$ cat src/rtl/mmio_timer.sv
// ---------------------------------------------------------------------------
// mmio_timer -- memory-mapped 64-bit machine timer with compare interrupt.
//
// A prescaler divides clk by DIV = ClockFreqHz/TickHz. Each prescaler tick
// advances the 64-bit mtime counter. PEND is set whenever mtime >= CMP, and
// irq_o is the registered PEND & IE.
//
// Register map (word offsets):
//   0 MTIME_LO   1 MTIME_HI (snapshot taken on the MTIME_LO read)
//   2 CMP_LO     3 CMP_HI
//   4 CTRL       bit0 EN, bit1 IE
//   5 STATUS     bit0 PEND (write 1 to clear)
//   6-15         read 0, writes ignored
//
// Ports:
//   clk          system clock, rising edge
//   rst_n        asynchronous active-low reset
//   addr         register word offset
//   wdata        write data
//   byte_en      write byte-lane enables
//   wr           1 = write, 0 = read
//   addr_strobe  one-cycle access qualifier
//   data         registered read data (latency 1, holds between reads)
//   irq_o        registered interrupt request
// ---------------------------------------------------------------------------
module mmio_timer #(
    parameter int ClockFreqHz = 50000000,
    parameter int TickHz      = 1000000
) (
    input  logic        clk,
    input  logic        rst_n,
    input  logic [3:0]  addr,
    input  logic [31:0] wdata,
    input  logic [3:0]  byte_en,
    input  logic        wr,
    input  logic        addr_strobe,
    output logic [31:0] data,
    output logic        irq_o
);

    localparam int DIV_RAW = ClockFreqHz / TickHz;
    localparam int DIV     = (DIV_RAW < 1) ? 1 : DIV_RAW;
    localparam int PW      = (DIV > 1) ? $clog2(DIV) : 1;
    localparam logic [PW-1:0] PRESC_LAST = PW'(DIV - 1);

    localparam logic [3:0] ADDR_MTIME_LO = 4'd0;
    localparam logic [3:0] ADDR_MTIME_HI = 4'd1;
    localparam logic [3:0] ADDR_CMP_LO   = 4'd2;
    localparam logic [3:0] ADDR_CMP_HI   = 4'd3;
    localparam logic [3:0] ADDR_CTRL     = 4'd4;
    localparam logic [3:0] ADDR_STATUS   = 4'd5;

    logic [63:0]   mtime_reg, mtime_next;
    logic [PW-1:0] presc_reg, presc_next;
    logic [31:0]   snap_reg, snap_next;
    logic [63:0]   cmp_reg, cmp_next;
    logic [1:0]    ctrl_reg, ctrl_next;
    logic          pend_reg, pend_next;
    logic [31:0]   data_reg, data_next;
    logic          irq_reg, irq_next;

    logic [31:0] lane_mask;
    logic [31:0] rdata;
    logic [31:0] ctrl_merged;
    logic        wr_en, rd_en;
    logic        tick;
    logic        cmp_hit;
    logic        pend_clear;

    // Expand byte_en into a 32-bit write mask, one byte lane per enable bit.
    genvar gi;
    generate
        for (gi = 0; gi < 4; gi++) begin : g_lane
            assign lane_mask[8*gi +: 8] = {8{byte_en[gi]}};
        end
    endgenerate

    function automatic logic [31:0] merge_lanes(input logic [31:0] old_val,
                                                input logic [31:0] new_val,
                                                input logic [31:0] mask);
        return (old_val & ~mask) | (new_val & mask);
    endfunction

    assign wr_en = addr_strobe & wr;
    assign rd_en = addr_strobe & ~wr;

    assign tick    = ctrl_reg[0] && (presc_reg == PRESC_LAST);
    // Compare uses the registered values from the start of the cycle.
    assign cmp_hit = (mtime_reg >= cmp_reg);
    assign pend_clear = wr_en && (addr == ADDR_STATUS) && byte_en[0] && wdata[0];
    assign ctrl_merged = merge_lanes({30'd0, ctrl_reg}, wdata, lane_mask);

    always_comb begin
        // Prescaler: held at 0 while disabled, wraps to 0 after DIV-1.
        presc_next = '0;
        if (ctrl_reg[0] && !tick) begin
            presc_next = presc_reg + PW'(1);
        end

        // Bus writes to mtime take priority; a coincident tick is dropped.
        mtime_next = mtime_reg;
        if (wr_en && addr == ADDR_MTIME_LO) begin
            mtime_next[31:0] = merge_lanes(mtime_reg[31:0], wdata, lane_mask);
        end else if (wr_en && addr == ADDR_MTIME_HI) begin
            mtime_next[63:32] = merge_lanes(mtime_reg[63:32], wdata, lane_mask);
        end else if (tick) begin
            mtime_next = mtime_reg + 64'd1;
        end

        cmp_next = cmp_reg;
        if (wr_en && addr == ADDR_CMP_LO) begin
            cmp_next[31:0] = merge_lanes(cmp_reg[31:0], wdata, lane_mask);
        end
        if (wr_en && addr == ADDR_CMP_HI) begin
            cmp_next[63:32] = merge_lanes(cmp_reg[63:32], wdata, lane_mask);
        end

        ctrl_next = ctrl_reg;
        if (wr_en && addr == ADDR_CTRL) begin
            ctrl_next = ctrl_merged[1:0];
        end

        // Set has priority over the W1C clear.
        pend_next = cmp_hit | (pend_reg & ~pend_clear);

        // The high word is captured together with the low-word read so a
        // LO-then-HI read pair can never return a torn 64-bit value.
        snap_next = snap_reg;
        if (rd_en && addr == ADDR_MTIME_LO) begin
            snap_next = mtime_reg[63:32];
        end

        rdata = 32'd0;
        case (addr)
            ADDR_MTIME_LO: rdata = mtime_reg[31:0];
            ADDR_MTIME_HI: rdata = snap_reg;
            ADDR_CMP_LO:   rdata = cmp_reg[31:0];
            ADDR_CMP_HI:   rdata = cmp_reg[63:32];
            ADDR_CTRL:     rdata = {30'd0, ctrl_reg};
            ADDR_STATUS:   rdata = {31'd0, pend_reg};
            default:       rdata = 32'd0;
        endcase

        data_next = rd_en ? rdata : data_reg;
        irq_next  = pend_reg & ctrl_reg[1];
    end

    always_ff @(posedge clk or negedge rst_n) begin
        if (!rst_n) begin
            mtime_reg <= '0;
            presc_reg <= '0;
            snap_reg  <= '0;
            cmp_reg   <= {64{1'b1}};
            ctrl_reg  <= '0;
            pend_reg  <= 1'b0;
            data_reg  <= '0;
            irq_reg   <= 1'b0;
        end else begin
            mtime_reg <= mtime_next;
            presc_reg <= presc_next;
            snap_reg  <= snap_next;
            cmp_reg   <= cmp_next;
            ctrl_reg  <= ctrl_next;
            pend_reg  <= pend_next;
            data_reg  <= data_next;
            irq_reg   <= irq_next;
        end
    end

    assign data  = data_reg;
    assign irq_o = irq_reg;

endmodule

$ cat config.mk
export PLATFORM = sky130hd
export DESIGN_NAME = mmio_timer
export DESIGN_NICKNAME = d
export VERILOG_FILES = /design/src/rtl/mmio_timer.sv
export SDC_FILE = /design/constraint.sdc
export NUM_CORES = 1
export LEC_CHECK = 0
export ABC_AREA = 0
export CAP_MARGIN = 20
export CORE_MARGIN = 1
export CORE_UTILIZATION = 48
export DETAILED_ROUTE_END_ITERATION = 10
export PLACE_DENSITY = 0.67
export SYNTH_ARGS = -nofsm -noshare
export SYNTH_HDL_FRONTEND = slang
export SYNTH_SLANG_ARGS = --single-unit
$ cat constraint.sdc
create_clock -name clk -period 5.3 [get_ports clk]
set_input_delay 1.06 -clock clk [delete_from_list [all_inputs] [get_ports clk]]
set_output_delay 1.06 -clock clk [all_outputs]
set_load 0.01 [all_outputs]
==> summary.md <==
| Metric | Value |
|---|---|
| Crit end category | register |
| Setup Crit Path Kind | in2reg |
| CP startpoint kind | primary input |
| Async S/R FF share, synth | 100.0% |
| Count of cell types in the netlist | 74 |
| Global-route usage over all layers | ~28% |
| Syn_area_per_cell | 9.432 um^2 |
| Ys Warns | 0 |
| CTS Buffer Depth | 3 |
| Largest net degree at the start of global routing | between 100 and 150 |
| GRT overflow | 0 |
| FP Rows | 56 |
| Post_cts resized | 0 |
| Via count | 10115 |
| Sequential-to-total area share from yosys stat | about 44% |
| Adder-cell area share of the yosys netlist | a little over 7% |
| Starting Density | between 40% and 50% |
| Yosys top cell area share | a little under 30% |
| Logic pwr share | 15.8% |
| Net Sw Power | between 0.001 and 0.0015 W |
| Post-synth EDFFs | 0 |
| Int Pwr | 0.002969 W |
| Util after Layout | between 50% and 60% |
| Setup TNS | 0 ns |
| DRT Wirelength | 34300 um |
| Post-Synth Simple-Gate Area | around 16% |
| Slew @ Worst Pin | ~1.1 ns |
| Inst Count DP | 1587 |
| Area growth from synthesis to layout | 15.67% |
| Worst path slowest cell | a21oi_1 |
| Die height | approximately 160 um |
| I/O Buffers | 76 |
| Post-synthesis compound-gate area fraction | 19.86% |
| Synth area leaders | dfrtp_1 30%, dfstp_2 14%, mux2_2 7.4% |
| First-iteration detailed-routing DRC count | roughly 1000 |
| Top_reg_cell synth | dfrtp_1 |
| Share of layout cells above drive strength 1 | about 17% |
| Syn Std Cell Area | around 12000 um^2 |
| Pwr Density | a little over 300 nW/um^2 |
| Switching share of power | between 20% and 30% |
| Data arrival, critical path | approximately 4.1 ns |
| Met2 Use GR | about 44% |
| Hold slack | about 0.48 ns |
| Die area | roughly 25000 um^2 |
| Drt via density | around 6.2 |
| Worst clock skew | roughly 0.012 ns |
| M1 GR Usage | about two fifths |
| RSZ-0062 raised after global routing | false |
| Per-cell routed wire length | 21.03 um |
| Layout Cells excl Fill | ~1600 |
| Final setup viols | 0 |
| H-Tree Depth | 1 |
| Area of the multi-input gates | 6031 um^2 |
| First-pass GRT wire length | 54700 um |
| Mux contribution to synthesized area | approximately 7.4% |
| Clk network pwr share | between 30% and 40% |
| Max FO, Critical Path | 28 |
| Clock latency on the worst-skew pair | 0.53 ns |
| VDD IR-drop max | 0.2098 mV |
| Clock sink count | between 200 and 250 |
| Sequential standard cell area | about 5000 um^2 |
| Initial antenna violation count | 0 |
| DRC | 0 |
| Yosys reg bits | ~200 |
| Antenna diode count | 0 |
| Hold WC Path Type | reg2reg |
| Status | completed |
| Tmin final | ~3.7 ns |
| Inserted Clock Buffers | 24 |
| Leakage | approximately 5.5 nW |
| Die X | ~160 um |
| Final-report max-slew violation count | 0 |
| GP Congestion | between 0.8 and 0.9 |
| Max incr delay on CP | 0.79 ns |
| Hold Vio Cnt, Final | 0 |
| Commonest cells post-synth | 148 x nand2_1, 138 x dfrtp_1, 98 x o21ai_0 |
| Mapped Cells | ~1200 |
| Final #Nets | between 1000 and 1500 |
| First-pass detailed-route iteration total | 5 |
| Clk slew on worst S/H paths | around 0.060 ns |
| Synth area leader | dfrtp_1 |
| Final instance area | about 13000 um^2 |
| Sequential power share | a little under half |
| Post-route ant nets | 0 |
| Most frequent cell after synthesis | nand2_1 |
| Grt peak-use layer | met2 |
| Hold-fix buffers at CTS | 0 |
| Num ports | 77 |
| Fill count | 2172 |
| Core box area | approximately 24000 um^2 |
| Largest family of logic cells by synthesized area | compound AO/OA/AOI/OAI gates |
| Met3 Track Usage GR | about 4% |
| Vias in the first global route | between 9000 and 10000 |
| Max-cap violation count | 0 |
| Synth Area in XOR/XNOR | less than 1% |
| Post-DP HPWL | between 20000 and 25000 um |
| Dpl cell area | 12740 um^2 |
| Worst rel slew slack | about 23% |
| Max Fclk | ~270 MHz |
| Post-CTS repair timing setup buffer count | 0 |
| Final period util | 70.53% |
| CTS tree | yes |
| Crit-path cells | clkdlybuf4s50_1 > nor4b_4 > nand2_2 > a21oi_1 > o21ai_0 > a32oi_1 > o211ai_1 |
| WP data required | around 5.7 ns |
| CTS root buf | clkbuf_16 |
| Synthesized net count | approximately 1300 |
[worst max-delay path, delay by kind of cell]
| family | cells | cell delay (ns) |
|---|---|---|
| AO/OA/AOI/OAI | 4 | 1.63 |
| buffers and inverters | 1 | 0.69 |
| AND/OR/NAND/NOR | 2 | 0.74 |
[cell usage in the layout, fill, tap and decap left out, types with 9 or more instances in the layout]
master / instances
mux2_2: 77
dfstp_2: 64
inv_1: 75
and3_1: 13
o21ai_0: 98
o211ai_1: 12
nand4_1: 23
nand3_1: 51
buf_4: 15
dfrtp_1: 138
a22o_1: 15
a21oi_1: 69
a221oi_1: 33
nor2_1: 75
and4_1: 9
clkdlybuf4s50_1: 75
o22ai_1: 12
a211oi_1: 16
clkbuf_16: 25
ha_1: 67
nand2_1: 147
nor3_1: 28
a31oi_1: 15
[per-layer routing]
layer | vias to the layer above | part of all wire [%]
met5 | - | 0
met4 | 0 | 2.7
met3 | 70 | 5.8
met2 | 367 | 46
met1 | 4987 | 46
li1 | 4691 | -
[metrics by stage]
step / setup WS, ns / power (W)
floorplan: 2.337 / 0.002304
global placement: 1.264 / 0.002571
detailed placement: 1.195 / 0.002593
CTS: 1.700 / 0.004187
global route: 1.435 / 0.004358
finish: 1.562 / 0.004159
[worst paths after layout]
path                               from                         end  slack (ns)  cells past startpoint
max                             addr[0]                    register        1.56                      7
min                            data[29]                    data[29]        0.48                      2
max reg2reg                presc_reg[1]                    register        2.31                      8
min reg2reg                    data[29]                    data[29]        0.48                      2
max in group asynchronous         rst_n  asynchronous set/reset pin        3.61                      2
min in group asynchronous         rst_n                     data[0]        0.66                      1
[cells by family (layout without fill, tap and decap cells)]
group / count (synthesis) / in the layout
xor+xnor: 7 / 7
compound gates: 351 / 351
mux: 77 / 77
fa+ha+maj: 67 / 67
buf+inv: 136 / 211
simple gates: 397 / 397
flops: 202 / 202
[layout make-up]
cell class / count / share of cell area (%)
multi-input cells: 899 / 44.69
flip-flops and latches: 202 / 38.05
repair buffers: 92 / 6.648
clock buffers: 37 / 5.266
well taps: 319 / 2.958
inverters: 75 / 2.086
clock inverters: 7 / 0.3060
[power by group through the flow]
stage | registers (W) | logic [W] | clock network [W]
2_1_floorplan | 0.00188 | 0.000423 | 0
3_3_place_gp | 0.00194 | 0.000635 | 0
3_5_place_dp | 0.00194 | 0.000653 | 0
4_1_cts | 0.00192 | 0.000659 | 0.00161
5_1_grt | 0.00194 | 0.000745 | 0.00167
6_report | 0.00192 | 0.000657 | 0.00158
No activity file was read; power rests on OpenSTA's default activity.
